===== src/rtl/alu_op_sequencer.sv =====
// ----------------------------------------------------------------------------
// alu_op_sequencer
//
// Multi-cycle control sequencer for the shared 32-bit bus datapath: register
// file, Y latch, ALU, 64-bit Z register and HI/LO. It accepts one ALU
// instruction at a time and issues the register-out, Y-in, ALU-opcode, Z-in,
// Z-out and destination-in strobes in order.
//
// Ports:
//   clk, clr             clock (rising edge), synchronous active-high reset
//   op_valid / op_ready  instruction handshake; op_ready only in IDLE
//   opcode_in, ra_in,
//   rb_in, rd_in         instruction fields, latched on accept
//   reg_sel              register-file select for bus read or write
//   r_out / r_in         selected register drives / latches bus
//   y_in                 Y latches bus
//   alu_op               opcode presented to the ALU
//   z_in                 Z latches the 64-bit ALU result
//   zlo_out / zhi_out    Z[31:0] / Z[63:32] drives bus
//   lo_in / hi_in        LO / HI latch bus
//   done                 one-cycle pulse in the final writeback cycle
//   illegal              one-cycle pulse for an unsupported opcode
// ----------------------------------------------------------------------------
module alu_op_sequencer #(
    parameter int unsigned MULDIV_LAT = 1,
    parameter int unsigned REG_SEL_W  = 4
) (
    input  logic                 clk,
    input  logic                 clr,
    input  logic                 op_valid,
    output logic                 op_ready,
    input  logic [4:0]           opcode_in,
    input  logic [REG_SEL_W-1:0] ra_in,
    input  logic [REG_SEL_W-1:0] rb_in,
    input  logic [REG_SEL_W-1:0] rd_in,
    output logic [REG_SEL_W-1:0] reg_sel,
    output logic                 r_out,
    output logic                 r_in,
    output logic                 y_in,
    output logic [4:0]           alu_op,
    output logic                 z_in,
    output logic                 zlo_out,
    output logic                 zhi_out,
    output logic                 lo_in,
    output logic                 hi_in,
    output logic                 done,
    output logic                 illegal
);

    typedef enum logic [2:0] {
        StIdle,
        StIll,
        StLoadA,
        StExec,
        StWbLo,
        StWbHi
    } state_e;

    // EXEC holds until the counter reaches zero; mul/div preload LAT-1.
    localparam logic [3:0] LastCnt = 4'(MULDIV_LAT - 1);

    function automatic logic is_binary(input logic [4:0] opc);
        return opc inside {5'b00011, 5'b00100, 5'b00101, 5'b00110, 5'b00111,
                           5'b01000, 5'b01001, 5'b01010, 5'b01011};
    endfunction

    function automatic logic is_muldiv(input logic [4:0] opc);
        return opc inside {5'b01111, 5'b10000};
    endfunction

    function automatic logic is_unary(input logic [4:0] opc);
        return opc inside {5'b10001, 5'b10010};
    endfunction

    state_e               state_q, state_d;
    logic [4:0]           opc_q, opc_d;
    logic [REG_SEL_W-1:0] ra_q, ra_d;
    logic [REG_SEL_W-1:0] rb_q, rb_d;
    logic [REG_SEL_W-1:0] rd_q, rd_d;
    logic [3:0]           cnt_q, cnt_d;

    // Next-cycle output values, decoded from next state and next fields so
    // every output leaves a flop.
    logic                 op_ready_d;
    logic [REG_SEL_W-1:0] reg_sel_d;
    logic                 r_out_d, r_in_d, y_in_d;
    logic [4:0]           alu_op_d;
    logic                 z_in_d, zlo_out_d, zhi_out_d;
    logic                 lo_in_d, hi_in_d, done_d, illegal_d;

    // Next-state logic
    always_comb begin
        state_d = state_q;
        opc_d   = opc_q;
        ra_d    = ra_q;
        rb_d    = rb_q;
        rd_d    = rd_q;
        cnt_d   = cnt_q;
        case (state_q)
            StIdle: begin
                if (op_valid) begin
                    opc_d = opcode_in;
                    ra_d  = ra_in;
                    rb_d  = rb_in;
                    rd_d  = rd_in;
                    if (is_binary(opcode_in) || is_muldiv(opcode_in)) begin
                        state_d = StLoadA;
                    end else if (is_unary(opcode_in)) begin
                        state_d = StExec;
                        cnt_d   = 4'd0;
                    end else begin
                        state_d = StIll;
                    end
                end
            end
            StIll:   state_d = StIdle;
            StLoadA: begin
                state_d = StExec;
                cnt_d   = is_muldiv(opc_q) ? LastCnt : 4'd0;
            end
            StExec: begin
                if (cnt_q == 4'd0) begin
                    state_d = StWbLo;
                end else begin
                    cnt_d = cnt_q - 4'd1;
                end
            end
            StWbLo:  state_d = is_muldiv(opc_q) ? StWbHi : StIdle;
            StWbHi:  state_d = StIdle;
            default: state_d = StIdle;
        endcase
    end

    // Output decode for the upcoming state
    always_comb begin
        op_ready_d = (state_d == StIdle);
        reg_sel_d  = '0;
        r_out_d    = 1'b0;
        r_in_d     = 1'b0;
        y_in_d     = 1'b0;
        alu_op_d   = 5'd0;
        z_in_d     = 1'b0;
        zlo_out_d  = 1'b0;
        zhi_out_d  = 1'b0;
        lo_in_d    = 1'b0;
        hi_in_d    = 1'b0;
        done_d     = 1'b0;
        illegal_d  = 1'b0;
        case (state_d)
            StIll: illegal_d = 1'b1;
            StLoadA: begin
                reg_sel_d = ra_d;
                r_out_d   = 1'b1;
                y_in_d    = 1'b1;
            end
            StExec: begin
                // Unary ops read their only operand from ra.
                reg_sel_d = is_unary(opc_d) ? ra_d : rb_d;
                r_out_d   = 1'b1;
                alu_op_d  = opc_d;
                z_in_d    = (cnt_d == 4'd0);
            end
            StWbLo: begin
                zlo_out_d = 1'b1;
                if (is_muldiv(opc_d)) begin
                    lo_in_d = 1'b1;
                end else begin
                    reg_sel_d = rd_d;
                    r_in_d    = 1'b1;
                    done_d    = 1'b1;
                end
            end
            StWbHi: begin
                zhi_out_d = 1'b1;
                hi_in_d   = 1'b1;
                done_d    = 1'b1;
            end
            default: ;
        endcase
    end

    always_ff @(posedge clk) begin
        if (clr) begin
            state_q  <= StIdle;
            opc_q    <= 5'd0;
            ra_q     <= '0;
            rb_q     <= '0;
            rd_q     <= '0;
            cnt_q    <= 4'd0;
            op_ready <= 1'b1;
            reg_sel  <= '0;
            r_out    <= 1'b0;
            r_in     <= 1'b0;
            y_in     <= 1'b0;
            alu_op   <= 5'd0;
            z_in     <= 1'b0;
            zlo_out  <= 1'b0;
            zhi_out  <= 1'b0;
            lo_in    <= 1'b0;
            hi_in    <= 1'b0;
            done     <= 1'b0;
            illegal  <= 1'b0;
        end else begin
            state_q  <= state_d;
            opc_q    <= opc_d;
            ra_q     <= ra_d;
            rb_q     <= rb_d;
            rd_q     <= rd_d;
            cnt_q    <= cnt_d;
            op_ready <= op_ready_d;
            reg_sel  <= reg_sel_d;
            r_out    <= r_out_d;
            r_in     <= r_in_d;
            y_in     <= y_in_d;
            alu_op   <= alu_op_d;
            z_in     <= z_in_d;
            zlo_out  <= zlo_out_d;
            zhi_out  <= zhi_out_d;
            lo_in    <= lo_in_d;
            hi_in    <= hi_in_d;
            done     <= done_d;
            illegal  <= illegal_d;
        end
    end

endmodule


===== config.mk =====
export PLATFORM = sky130hd
export DESIGN_NAME = alu_op_sequencer
export DESIGN_NICKNAME = d
export VERILOG_FILES = /design/src/rtl/alu_op_sequencer.sv
export SDC_FILE = /design/constraint.sdc
export NUM_CORES = 1
export LEC_CHECK = 0
export CORE_MARGIN = 1.5
export CORE_UTILIZATION = 40
export CTS_BUF_LIST = sky130_fd_sc_hd__clkbuf_8
export CTS_CLUSTER_SIZE = 24
export DETAILED_ROUTE_END_ITERATION = 10
export PLACE_DENSITY = 0.73
export SLEW_MARGIN = 20
export SYNTH_ARGS = -nofsm -noshare
export SYNTH_HDL_FRONTEND = slang
export SYNTH_SLANG_ARGS = --single-unit

===== constraint.sdc =====
create_clock -name clk -period 2.7 [get_ports clk]
set_clock_uncertainty 0.1 [all_clocks]
set_input_delay 0.27 -clock clk [delete_from_list [all_inputs] [get_ports clk]]
set_output_delay 0.27 -clock clk [all_outputs]
set_load 0.005 [all_outputs]

======== After elaboration in Yosys (flattened, before gate mapping) ========
Index checks and enable logic that the tools add are counted.
storage, ports and cells
  flip-flop bits (word level) ............. 43
  bits in latches ......................... 0
  memory bits (writable) .................. 0
  ROM bits ................................ 0
  bits of input ports ..................... 20
  output and inout port bits .............. 20
  logic and storage cells ................. 92
  memories ................................ 0
cells by class
  $add $sub $neg .......................... 1
  multiply operators ...................... 0
  div/mod/pow operators ................... 0
  $lt $le $gt $ge ......................... 0
  eq/ne operators ......................... 27
  shifts and indexed selects .............. 0
  muxes and demuxes ....................... 30
  bitwise gates (word level) .............. 2
  reductions and logical operators ........ 14
operator list
  operator                                                                number
  4-bit 2-to-1 mux                                                        12
  5-bit by 4-bit equality test with 1-bit output (second input constant)  7
  5-bit equality test (second input constant)                             7
  4-bit case mux with 3 select lines                                      2
  5-bit by 3-bit equality test with 1-bit output (second input constant)  4
  3-bit by 2-bit equality test with 1-bit output (second input constant)  4
  3-bit case mux with 4 select lines                                      1
  5-bit 2-to-1 mux                                                        2
  2-bit nonzero test                                                      5
  3-bit equality test (second input constant)                             3
  3-bit 2-to-1 mux                                                        3
  9-bit nonzero test                                                      1
  4-bit logical NOT                                                       2
  1-bit 2-to-1 mux                                                        7
  3-bit logical NOT                                                       2
  2-bit OR reduction                                                      3
  5-bit by 2-bit equality test with 1-bit output (second input constant)  1
  2-bit 2-to-1 mux                                                        2
  4-bit by 1-bit subtractor with 4-bit output (second input constant)     1
  3-bit by 1-bit equality test with 1-bit output (second input constant)  1
  1-bit inverter                                                          2
  1-bit case mux with 2 select lines                                      1
  1-bit logical OR                                                        1

======== Longest topological paths before layout ========
Gate-level depths: netlist of run 1.
  depth in word-level cells ............... 9
  gate-level depth with buffers ........... 8
  gate-level depth less buffers ........... 8

======== Least setup slack after synthesis of run 1 ========
No wires, ideal clock.
  kind .................................... register -> register
  start point ............................. reg cnt_q[0]
  end point ............................... reg reg_sel[0]
  library setup time ...................... 0.120 ns
  arrival time ............................ 1.836 ns
  required time ........................... 2.480 ns
  setup slack ............................. 0.644 ns
  stages on the path, launching flop included .. 8
  buffers on the path ..................... 0
  clock period less this slack ............ 2.056 ns
  cell sequence ........................... dfxtp_1 -> inv_1 -> ha_1 -> nor3b_1 -> a21boi_2 -> a221oi_2 -> nor2_1 -> a211o_1
between the ends
  longest elaborated chain between the ends .. 5
  elaborated cells between the ends (all ways) .. 7
  classes of those cells .................. eq/ne (3); mux (3); reduce/logical (1)
ends and longest elaborated chain
  what                                                                                   line  text
  start, declared                                                                        80    logic [3:0] cnt_q, cnt_d;
  start signal, assigned                                                                 209   cnt_q <= cnt_d;
  4-bit logical NOT *                                                                    122   if (cnt_q == 4'd0) begin
  3-bit 2-to-1 mux *                                                                     122
  3-bit case mux with 4 select lines *                                                   99    case (state_q)
  3-bit equality test or 3-bit by 2-bit equality test with 1-bit output (tied branches)  149   case (state_d)
  4-bit case mux with 3 select lines *                                                   149
  end signal, assigned                                                                   211   reg_sel <= reg_sel_d;
  end, declared                                                                          36    output logic [REG_SEL_W-1:0] reg_sel,
Mark *: on every way between the ends. The rest lies on a longest branch, timed or not.
A chain may end at the register's enable or synchronous reset.

======== Worst setup path after layout of run 1 ========
  start point ............................. in opcode_in[4]
  end point ............................... reg reg_sel[0]
between the ends
  longest elaborated chain between the ends .. 8
  elaborated cells between the ends (all ways) .. 35
  classes of those cells .................. eq/ne (20); mux (9); reduce/logical (6)
ends and longest elaborated chain
  what                                                                                   line      text
  start, declared                                                                        32        input logic [4:0] opcode_in,
  5-bit by 2-bit equality test with 1-bit output, or another cell as far along           63        return opc inside {5'b00011, 5'b00100, 5'b00101, 5'b00110, 5'b00111,
  9-bit nonzero test, or another cell as far along                                       63
  1-bit logical OR or 2-bit 2-to-1 mux (tied branches)                                   106, 108
  2-bit 2-to-1 mux                                                                       106       if (is_binary(opcode_in) || is_muldiv(opcode_in)) begin
  3-bit 2-to-1 mux                                                                       101       if (op_valid) begin
  3-bit case mux with 4 select lines                                                     99
  3-bit equality test or 3-bit by 2-bit equality test with 1-bit output (tied branches)  149
  4-bit case mux with 3 select lines *                                                   149
Marked as above.

==> reports/summary.txt, run 1 <==
layout filler cell count: 397
Antenna Cells: 0
Fin. Hold Viols: 0
TritonRoute pass-1 iters: 4
Power Dens Cells: 552.9 nW/µm²
Setup CP Type: in2reg
CP max FO: 6
Synth Area in Compound Gates: 13.69%
die area: 4936 µm²
DP HPWL: 2.803 mm
sequential area share after synthesis: 47.58%
worst-path cell chain: clkdlybuf4s50_1, or4b_1, a21oi_2, nor3_4, o31ai_2, nor2_1, a211o_1
outcome: finished, final reports clean
Final min period: 2.244 ns
CTS tree: built
worst path required time: 2.79 ns
Core Area: 4354 µm²
routability cong.: 0.8321
Syn Nets: 215
vias in the first global route: 1344
Routed WL per cell: 12.55 µm
Arr. time, crit path: 2.34 ns
Post-Synth XOR/XNOR Area: 0.9682%
Num Clock Sinks: 43
first-pass GRT wire length: 6.272 mm
crit start category: primary input
actual slew at the worst max-slew pin: 0.4909 ns
Cell Area, Synth: 1809 µm²
CTS root buffer: clkbuf_8
H-tree depth: 2
Syn Area/Cell: 9.326 µm²
initial antenna violation count: 0
Comb pwr share: 17.8%
Sw Pwr: 347.3 µW
Resized Gates After CTS: 0
gr ovfl total: 0
IO Port Bufs: 39
Synth-to-Final Area Change: 31.54%
register bit count reported by yosys: 43
effective utilization at floorplan: 41.55%
worst stage delay on the critical path: 0.56 ns
Post-synth EDFFs: 0
post-synth cell types: 49
Post-route DRC: 0
Slowest-stage cell, CP: clkdlybuf4s50_1
maximum VDD drop: 278.5 µV
Static Leak: 0.9476 nW
largest net degree at the start of global routing: 19
Adder-Cell Fraction of Synth Area: 0.6916%
worst hold path type: reg2reg
Post-CTS Setup Bufs: 0
I/O pin count: 40
clock network fraction of total power: 29.8%
Int Pwr: 968.6 µW
largest family of logic cells by synthesized area: simple AND/OR/NAND/NOR gates
CTS Buf Count: 5
max frequency: 445.6 MHz
final setup TNS: 0 ns
Routed Antenna Nets: 0
Total Wirelength: 3.701 mm
Period Utilization, post-route: 83.11%
nets@finish: 263
simple-gate share of the synthesized area: 27.87%
share of post-route cells with drive strength above 1: 13.17%
Std-Cell Rows: 24
Slew headroom: 67.17%
total power: 1.316 mW
Synth Flop Type: dfxtp_1
DR vias/cell: 5.014
Slew Viols, Final: 0
Die Y: 70.26 µm
clk buf depth: 2
Cells after Synth: 194
CP endpoint kind: flip-flop
maxcap violations: 0
fraction of registers with async set/reset: 0%
Vias: 1479
Sequential Power Share: 52.4%
mux cell area share after synthesis: 5.602%
die outline width: 70.26 µm
Switching Share: 26.39%
Worst-path clk slew: 0.08 ns
DRT iter0 DRCs: 67
RSZ-0062 raised after global routing: no
Syn. warnings: 0
GRT Overall Usage: 16.11%
hold buffers post-CTS: 0
setup violators final: 0
Worst-Skew Late Latency: 0.29 ns
[area by class of cell]
| cell class | instances | area, µm² | share of cell area, % |
|---|---|---|---|
| Inverter | 3 | 11.26 | 0.4732 |
| Sequential cell | 43 | 860.8 | 36.17 |
| Timing Repair Buffer | 49 | 465.4 | 19.56 |
| Tap cell | 52 | 65.06 | 2.734 |
| Clock buffer | 5 | 68.82 | 2.892 |
| Multi-Input combinational cell | 140 | 892.1 | 37.49 |
| Clock inverter | 3 | 16.27 | 0.6835 |
[sequential cells by signal (all words and copies together), names as in the netlist, 3 cells and up]
| register | count |
|---|---|
| opc_q | 5 |
| rb_q | 4 |
| rd_q | 4 |
| state_q | 3 |
| cnt_q | 4 |
| reg_sel | 4 |
| ra_q | 4 |
| alu_op | 5 |
[stage by stage]
stage / instance area (µm²) / worst slack, ns / hold WS [ns] / instances / utilization [%]
6_report: 2380 / 0.4560 / 0.3663 / 295 / 54.66
5_1_grt: 2380 / 0.2968 / 0.3933 / 295 / 54.66
4_1_cts: 2380 / 0.4460 / 0.3661 / 295 / 54.66
3_5_place_dp: 2295 / 0.1368 / 0.3540 / 287 / 52.70
3_3_place_gp: 2295 / 0.1811 / 0.3479 / 287 / 52.70
2_1_floorplan: 1809 / 0.6439 / 0.2470 / 194 / -
[path summary, 6_finish.rpt]
check                       from               endpoint  slack [ns]  cells past startpoint
max                 opcode_in[4]  reg_sel[0]$_SDFF_PP0_        0.46                      7
min           ra_q[2]$_SDFF_PP0_     ra_q[2]$_SDFF_PP0_        0.37                      2
max reg2reg  cnt_q[0]$_SDFF_PP0_  reg_sel[0]$_SDFF_PP0_        0.47                      8
min reg2reg   ra_q[2]$_SDFF_PP0_     ra_q[2]$_SDFF_PP0_        0.37                      2
[routing by layer]
layer | up-vias | wire (µm) | GRT usage [%]
met5 | - | 0 | 0
met4 | 0 | 31 | 4.487
met3 | 2 | 160 | 4.473
met2 | 34 | 1674 | 24.32
met1 | 670 | 1836 | 22.55
li1 | 773 | - | -
[logic make-up (layout without fill, tap and decap cells)]
group,Yosys count,after routing
simple gates,94,94
flops,43,43
compound gates,33,33
buf+inv,11,60
mux,10,10
xor+xnor,2,2
fa+ha+maj,1,1
[Yosys cell counts, drive strengths merged, types with 2 or more instances]
library cell / n / area share [%]
a211o: 4 / 1.9
a21oi: 11 / 3.5
a31oi: 2 / 0.69
and3: 5 / 1.7
buf: 6 / 2.6
clkbuf: 2 / 0.42
dfxtp: 43 / 48
inv: 3 / 0.62
mux2i: 9 / 5.0
nand2: 23 / 4.9
nand2b: 3 / 1.0
nand3: 5 / 1.4
nand3b: 3 / 1.2
nor2: 31 / 6.7
nor2b: 6 / 2.1
nor3: 7 / 3.2
nor3b: 2 / 0.83
o21ai: 4 / 1.1
or3: 2 / 0.97
or4b: 2 / 1.1
[layout by cell type, fill, tap and decap left out, types with 5 or more instances in the layout]
cell type,instances
a21oi_1,9
dfxtp_1,43
clkdlybuf4s50_1,39
nand2_1,22
nor3_1,5
mux2i_1,9
nor2b_1,6
and3_1,5
clkbuf_8,5
buf_4,10
nand3_1,5
nor2_1,29
[power by group through the flow]
stage          Clock [mW]  Combinational (mW)  Sequential [mW]
2_1_floorplan           0               0.144            0.698
3_3_place_gp            0               0.233            0.703
3_5_place_dp            0               0.235            0.705
4_1_cts             0.403               0.237            0.690
5_1_grt             0.442               0.259            0.694
6_report            0.392               0.234            0.690
[worst max-delay path: cells and delay by family]
family	cells	cell delay (ns)
AO/OA/AOI/OAI	3	0.83
buffers and inverters	1	0.56
AND/OR/NAND/NOR	3	0.67
No activity file was read; power rests on OpenSTA's default activity.
==> inputs of run 2 (changes only) <==
--- a/config.mk
+++ b/config.mk
@@ -10,7 +10,7 @@
 export CTS_BUF_LIST = sky130_fd_sc_hd__clkbuf_8
 export CTS_CLUSTER_SIZE = 24
 export DETAILED_ROUTE_END_ITERATION = 10
-export PLACE_DENSITY = 0.73
+export PLACE_DENSITY = 0.75
 export SLEW_MARGIN = 20
 export SYNTH_ARGS = -nofsm -noshare
 export SYNTH_HDL_FRONTEND = slang
==> constraint.sdc (replaced) <==
create_clock -name clk -period 1.94 [get_ports clk]
set_clock_uncertainty 0.1 [all_clocks]
set_input_delay 0.194 -clock clk [delete_from_list [all_inputs] [get_ports clk]]
set_output_delay 0.194 -clock clk [all_outputs]
set_load 0.005 [all_outputs]
==> run 2 against run 1 <==
  * The run now ends with setup timing left
  * Clock power increased by 82%
  * Critical path depth decreased by 1
  * Combinational power increased by 99%
  * Cell count increased by 11%
  * Worst setup slack got worse by 0.54 ns
  * Total power increased by 63%
  * Die area unchanged
  * Clock-buffer cell count unchanged
  * Sequential cell count unchanged
  * Wire length increased by 22%
  * Sequential share of layout area decreased by 5.7 points
==> reports/summary.txt, run 2 (synthesized netlist as in run 1, its figures left out) <==
fin worst setup slack: -0.08007 ns (-0.5361 ns)
Post-route DRC: 0 (unchanged)
area of the multi-input gates: 1050 µm² (+18%)
Total Wirelength: 4.528 mm (+22%)
Reg2Reg Launch Point: opc_q[3]$_SDFF_PP0_
share of post-route cells with drive strength above 1: 32.97% (+20 points)
maxcap violations: 0 (unchanged)
Slew headroom: 75.45% (+8.3 points)
final setup TNS: -0.2751 ns (-0.2751 ns)
most common cell after layout, fill and taps aside: buf_4
Fin Hold WS: 0.2642 ns (-0.1020 ns)
Routed WL per cell: 13.80 µm (+10%)
Static Leak: 1.184 nW (+25%)
layout filler cell count: 334 (-16%)
outcome: finished, violations left
routability cong.: 0.9079 (+9.1%)
Post-DP Area: 2515 µm² (+9.6%)
max frequency: 495.0 MHz
maximum VDD drop: 461.7 µV (+66%)
Arr. time, crit path: 2.11 ns (-0.23 ns)
worst hold path type: in2reg
Core Area: 4354 µm² (unchanged)
Slew Viols, Final: 0 (unchanged)
I/O pin count: 40 (unchanged)
initial antenna violation count: 0 (unchanged)
clk buf depth: 2 (unchanged)
Std-Cell Rows: 24 (unchanged)
die area: 4936 µm² (unchanged)
DR vias/cell: 5.119 (+2.1%)
RSZ-0062 raised after global routing: yes
gr ovfl total: 0 (unchanged)
largest net degree at the start of global routing: 19 (unchanged)
Power Dens Cells: 750.4 nW/µm² (+36%)
CTS root buffer: clkbuf_8
TritonRoute pass-1 iters: 4 (unchanged)
Setup CP Type: reg2reg
effective utilization at floorplan: 41.55% (unchanged)
Worst Setup SP: opc_q[3]$_SDFF_PP0_
commonest cells after routing, fill and taps aside: buf_4 (39), dfxtp_1 (36), clkdlybuf4s50_1 (34)
Fin. Hold Viols: 0 (unchanged)
Period Utilization, post-route: 104.1%
CP max FO: 5 (-1)
Num Clock Sinks: 43 (unchanged)
CTS tree: built
actual slew at the worst max-slew pin: 0.3655 ns (-0.1255 ns)
failing checks: setup timing
setup violators final: 5 (+5)
CP endpoint kind: flip-flop
Largest regs: alu_op x5, opc_q x5
vias in the first global route: 1567 (+17%)
Worst-Skew Late Latency: 0.30 ns (about the same)
nets@finish: 296 (+13%)
Final min period: 2.020 ns
Antenna Cells: 0 (unchanged)
die outline width: 70.26 µm (unchanged)
H-tree depth: 2 (unchanged)
GRT Overall Usage: 18.54% (+2.4 points)
Vias: 1679 (+14%)
first-pass GRT wire length: 7.286 mm (+16%)
IO Port Bufs: 39 (unchanged)
Routed Antenna Nets: 0 (unchanged)
Worst-path clk slew: 0.09 ns (about the same)
Worst Min Path Start: opcode_in[0]
Seq. cell area: 869.6 µm² (+1.0%)
crit start category: flip-flop
CTS Buf Count: 5 (unchanged)
worst reg2reg setup slack: -0.08 ns (-0.55 ns)
DRT iter0 DRCs: 112 (+67%)
DP HPWL: 3.102 mm (+11%)
cell area after layout: 2851 µm² (+20%)
Synth-to-Final Area Change: 57.61%
worst path required time: 2.03 ns (-0.76 ns)
Die Y: 70.26 µm (unchanged)
## run 2: what timing repair did
action	4_1_cts	5_1_grt
setup endpoints to repair	15	12
gates resized for setup	21	24
hold buffers	0	0
buffers inserted	1	6
pin swaps	9	15
## run 2: final timing paths
path	cells after the start	to
hold reg to reg	2	ra_q[1]$_SDFF_PP0_
setup / recovery	6	reg_sel[2]$_SDFF_PP0_
hold / removal	4	opc_q[0]$_SDFF_PP0_
setup reg to reg	6	reg_sel[2]$_SDFF_PP0_
## run 2: area by class of cell
class | count | area share (%)
inverter | 3 | 0.3949
clock inverter | 3 | 1.536
tap | 52 | 2.282
clock buffer | 5 | 2.413
timing repair buffer | 82 | 26.06
multi-input combinational | 140 | 36.81
sequential | 43 | 30.50
## run 2: where the power goes
| group | switching, mW | total, mW | leakage, nW | internal, mW |
|---|---|---|---|---|
| combinational | 0.215 | 0.465 | 0.772 | 0.251 |
| sequential | 0.0261 | 0.960 | 0.354 | 0.934 |
| clock | 0.331 | 0.715 | 0.0581 | 0.384 |
| total | 0.572 | 2.14 | 1.18 | 1.57 |
## run 2: routing by layer
layer	track usage, %	share of wire, %	routed length, µm
met1	24.23	45	2028
met2	30.29	50	2250
met3	4.185	4.2	192
met4	5.983	1.3	57
met5	0	0	0
## run 2: critical path: stages, from the launching register on
cell and delay, ns:
dfxtp_2 0.33, or3b_4 0.41, o32ai_4 0.25, and3_4 0.26
o31ai_4 0.11, and3_1 0.18, a211o_1 0.27
## run 2: metrics by stage
step | setup slack [ns] | utilization, % | instances | power (mW)
global placement | -0.4036 | 57.76 | 314 | 1.347
CTS | -0.07605 | 62.16 | 323 | 2.086
finish | -0.08007 | 65.49 | 328 | 2.140
detailed placement | -0.5171 | 57.76 | 314 | 1.359
floorplan | 0.007025 | - | 194 | 1.174
global route | -0.1497 | 65.49 | 328 | 2.227
==> inputs of run 3 (changes only) <==
--- a/config.mk
+++ b/config.mk
@@ -10,7 +10,8 @@
 export CTS_BUF_LIST = sky130_fd_sc_hd__clkbuf_8
 export CTS_CLUSTER_SIZE = 24
 export DETAILED_ROUTE_END_ITERATION = 10
-export PLACE_DENSITY = 0.75
+export DONT_BUFFER_PORTS = 1
+export PLACE_DENSITY = 0.63
 export SLEW_MARGIN = 20
 export SYNTH_ARGS = -nofsm -noshare
 export SYNTH_HDL_FRONTEND = slang
==> run 3 against run 2 <==
  * The run still ends with setup timing left
  * Utilization decreased by 6.9 points
  * Total power is 3.8% lower
  * Clock-buffer cell count is the same
  * First-iteration DRC count is 55% lower
  * Global-route usage is 0.79 points lower
  * Sequential share of layout area grew 3.6 points
  * Critical path depth is the same
==> reports/summary.txt, run 3 (synthesized netlist as in run 1, its figures left out) <==
maxcap violations: 0 (unchanged)
CP max FO: 5 (unchanged)
hold path cells: 2 (-2)
H-tree depth: 2 (unchanged)
layout filler cell count: 389 (+16%)
final core utilization: 58.56% (-6.9 points)
most common cell after layout, fill and taps aside: dfxtp_1
final setup TNS: -0.001136 ns (+0.2739 ns)
DRT iter0 DRCs: 50 (-55%)
CP endpoint kind: flip-flop
first-pass GRT wire length: 6.913 mm (-5.1%)
Synth-to-Final Area Change: 40.94%
worst stage delay on the critical path: 0.60 ns (+0.19 ns)
Worst R2R Path Depth: 6 (unchanged)
worst-path cell chain: or4b_4, nor3_4, or3_4, nand2_4, buf_4, nor2_1
failing checks: setup timing
max frequency: 515.2 MHz (+4.1%)
Arr. time, crit path: 2.07 ns (-0.04 ns)
Slew Viols, Final: 0 (unchanged)
nets@finish: 267 (-9.8%)
Final min period: 1.941 ns (-0.07893 ns)
DR vias/cell: 5.054 (-1.3%)
outcome: finished, violations left
actual slew at the worst max-slew pin: 0.4061 ns (+0.04068 ns)
IO Port Bufs: 0 (-100%)
initial antenna violation count: 0 (unchanged)
worst reg2reg setup slack: -0.001 ns (+0.08 ns)
Comb pwr share: 19.3% (-2.4 points)
Post-DP Area: 2037 µm² (-19%)
Antenna Cells: 0 (unchanged)
GRT Overall Usage: 17.75% (-0.79 points)
maximum VDD drop: 427.7 µV (-7.4%)
Num Clock Sinks: 43 (unchanged)
area of the multi-input gates: 1022 µm² (-2.6%)
CTS tree: built
Power Dens Cells: 807.5 nW/µm² (+7.6%)
Sw Pwr: 529.6 µW (-7.3%)
CTS Buf Count: 5 (unchanged)
DP HPWL: 2.760 mm (-11%)
Sequential Power Share: 46.7% (+1.8 points)
routability cong.: 0.7808 (-14%)
I/O pin count: 40 (unchanged)
clock network fraction of total power: 34.0% (+0.6 points)
Fin. Hold Viols: 0 (unchanged)
effective utilization at floorplan: 41.55% (unchanged)
Switching Share: 25.72% (-0.99 points)
CTS root buffer: clkbuf_8
Slowest-stage cell, CP: or4b_4
crit start category: flip-flop
Die Y: 70.26 µm (unchanged)
cell area after layout: 2550 µm² (-11%)
worst path required time: 2.07 ns (+0.04 ns)
Slew headroom: 72.64% (-2.8 points)
TritonRoute pass-1 iters: 4 (unchanged)
gr ovfl total: 0 (unchanged)
die area: 4936 µm² (unchanged)
Routed Antenna Nets: 0 (unchanged)
clk buf depth: 2 (unchanged)
fin worst setup slack: -0.001136 ns (+0.07893 ns)
Place WS: -0.1493 ns (+0.3678 ns)
Fin Hold WS: 0.01566 ns (-0.2486 ns)
Int Pwr: 1.530 mW (-2.5%)
Largest regs: alu_op x5, opc_q x5
share of post-route cells with drive strength above 1: 33.20% (+0.23 points)
dpl cells: 265 (-16%)
total power: 2.059 mW (-3.8%)
Core Area: 4354 µm² (unchanged)
Vias: 1511 (-10%)
Period Utilization, post-route: 100.1% (-4.1 points)
worst hold path type: in2reg
vias in the first global route: 1505 (-4.0%)
Setup CP Type: reg2reg
Worst-path clk slew: 0.08 ns (about the same)
Routed WL per cell: 14.04 µm (+1.7%)
largest net degree at the start of global routing: 31 (+12)
Cell Count, Final, Fillers Out: 299 (-8.8%)
Std-Cell Rows: 24 (unchanged)
Worst-Skew Late Latency: 0.30 ns (about the same)
Seq. cell area: 868.3 µm² (-0.14%)
Post-route DRC: 0 (unchanged)
die outline width: 70.26 µm (unchanged)
setup violators final: 1 (-4)
Static Leak: 1.065 nW (-10%)
RSZ-0062 raised after global routing: yes
commonest cells after routing, fill and taps aside: dfxtp_1 (37), buf_4 (33), nor2_1 (28)
Total Wirelength: 4.199 mm (-7.3%)
## run 3: area by class of cell
cell class,count,area share [%]
multi-input combinational,140,40.09
timing repair buffer,53,18.45
clock inverter,3,1.717
sequential,43,34.05
inverter,3,0.4416
tap,52,2.552
clock buffer,5,2.699
## run 3: power by group through the flow
stage / Sequential, mW / Combinational (mW) / Clock, mW
after CTS: 0.960 / 0.341 / 0.716
after global routing: 0.968 / 0.430 / 0.757
after detailed placement: 0.978 / 0.271 / 0
final: 0.962 / 0.396 / 0.701
after floorplan: 0.973 / 0.202 / 0
after global placement: 0.978 / 0.269 / 0
## run 3: timing repair
action | CTS | global route
hold buffers | 17 | 0
endpoints found under the setup margin | 13 | 15
setup buffers | 1 | 8
gates cloned | 0 | 0
resized for setup | 18 | 16
pin swaps | 15 | 13
endpoints found under the hold margin | 36 | 0
## run 3: critical path, delay by kind of cell, from the launching register on
kind,cells,cell delay [ns]
simple gates,5,1.26
buf+inv,1,0.16
flops,1,0.35
## run 3: final timing paths
path	endpoint	from
min	opc_q[4]$_SDFF_PP0_	opcode_in[4]
max	alu_op[0]$_SDFF_PP0_	state_q[1]$_SDFF_PP0_
min reg2reg	ra_q[2]$_SDFF_PP0_	ra_q[2]$_SDFF_PP0_
max reg2reg	alu_op[0]$_SDFF_PP0_	state_q[1]$_SDFF_PP0_
## run 3: per-layer routing
layer | share of wire, % | track usage (%) | vias to the layer above
li1 | - | - | 778
met1 | 47 | 23.04 | 701
met2 | 48 | 28.09 | 28
met3 | 4.1 | 5.483 | 4
met4 | 1.1 | 5.769 | 0
met5 | 0 | 0 | -
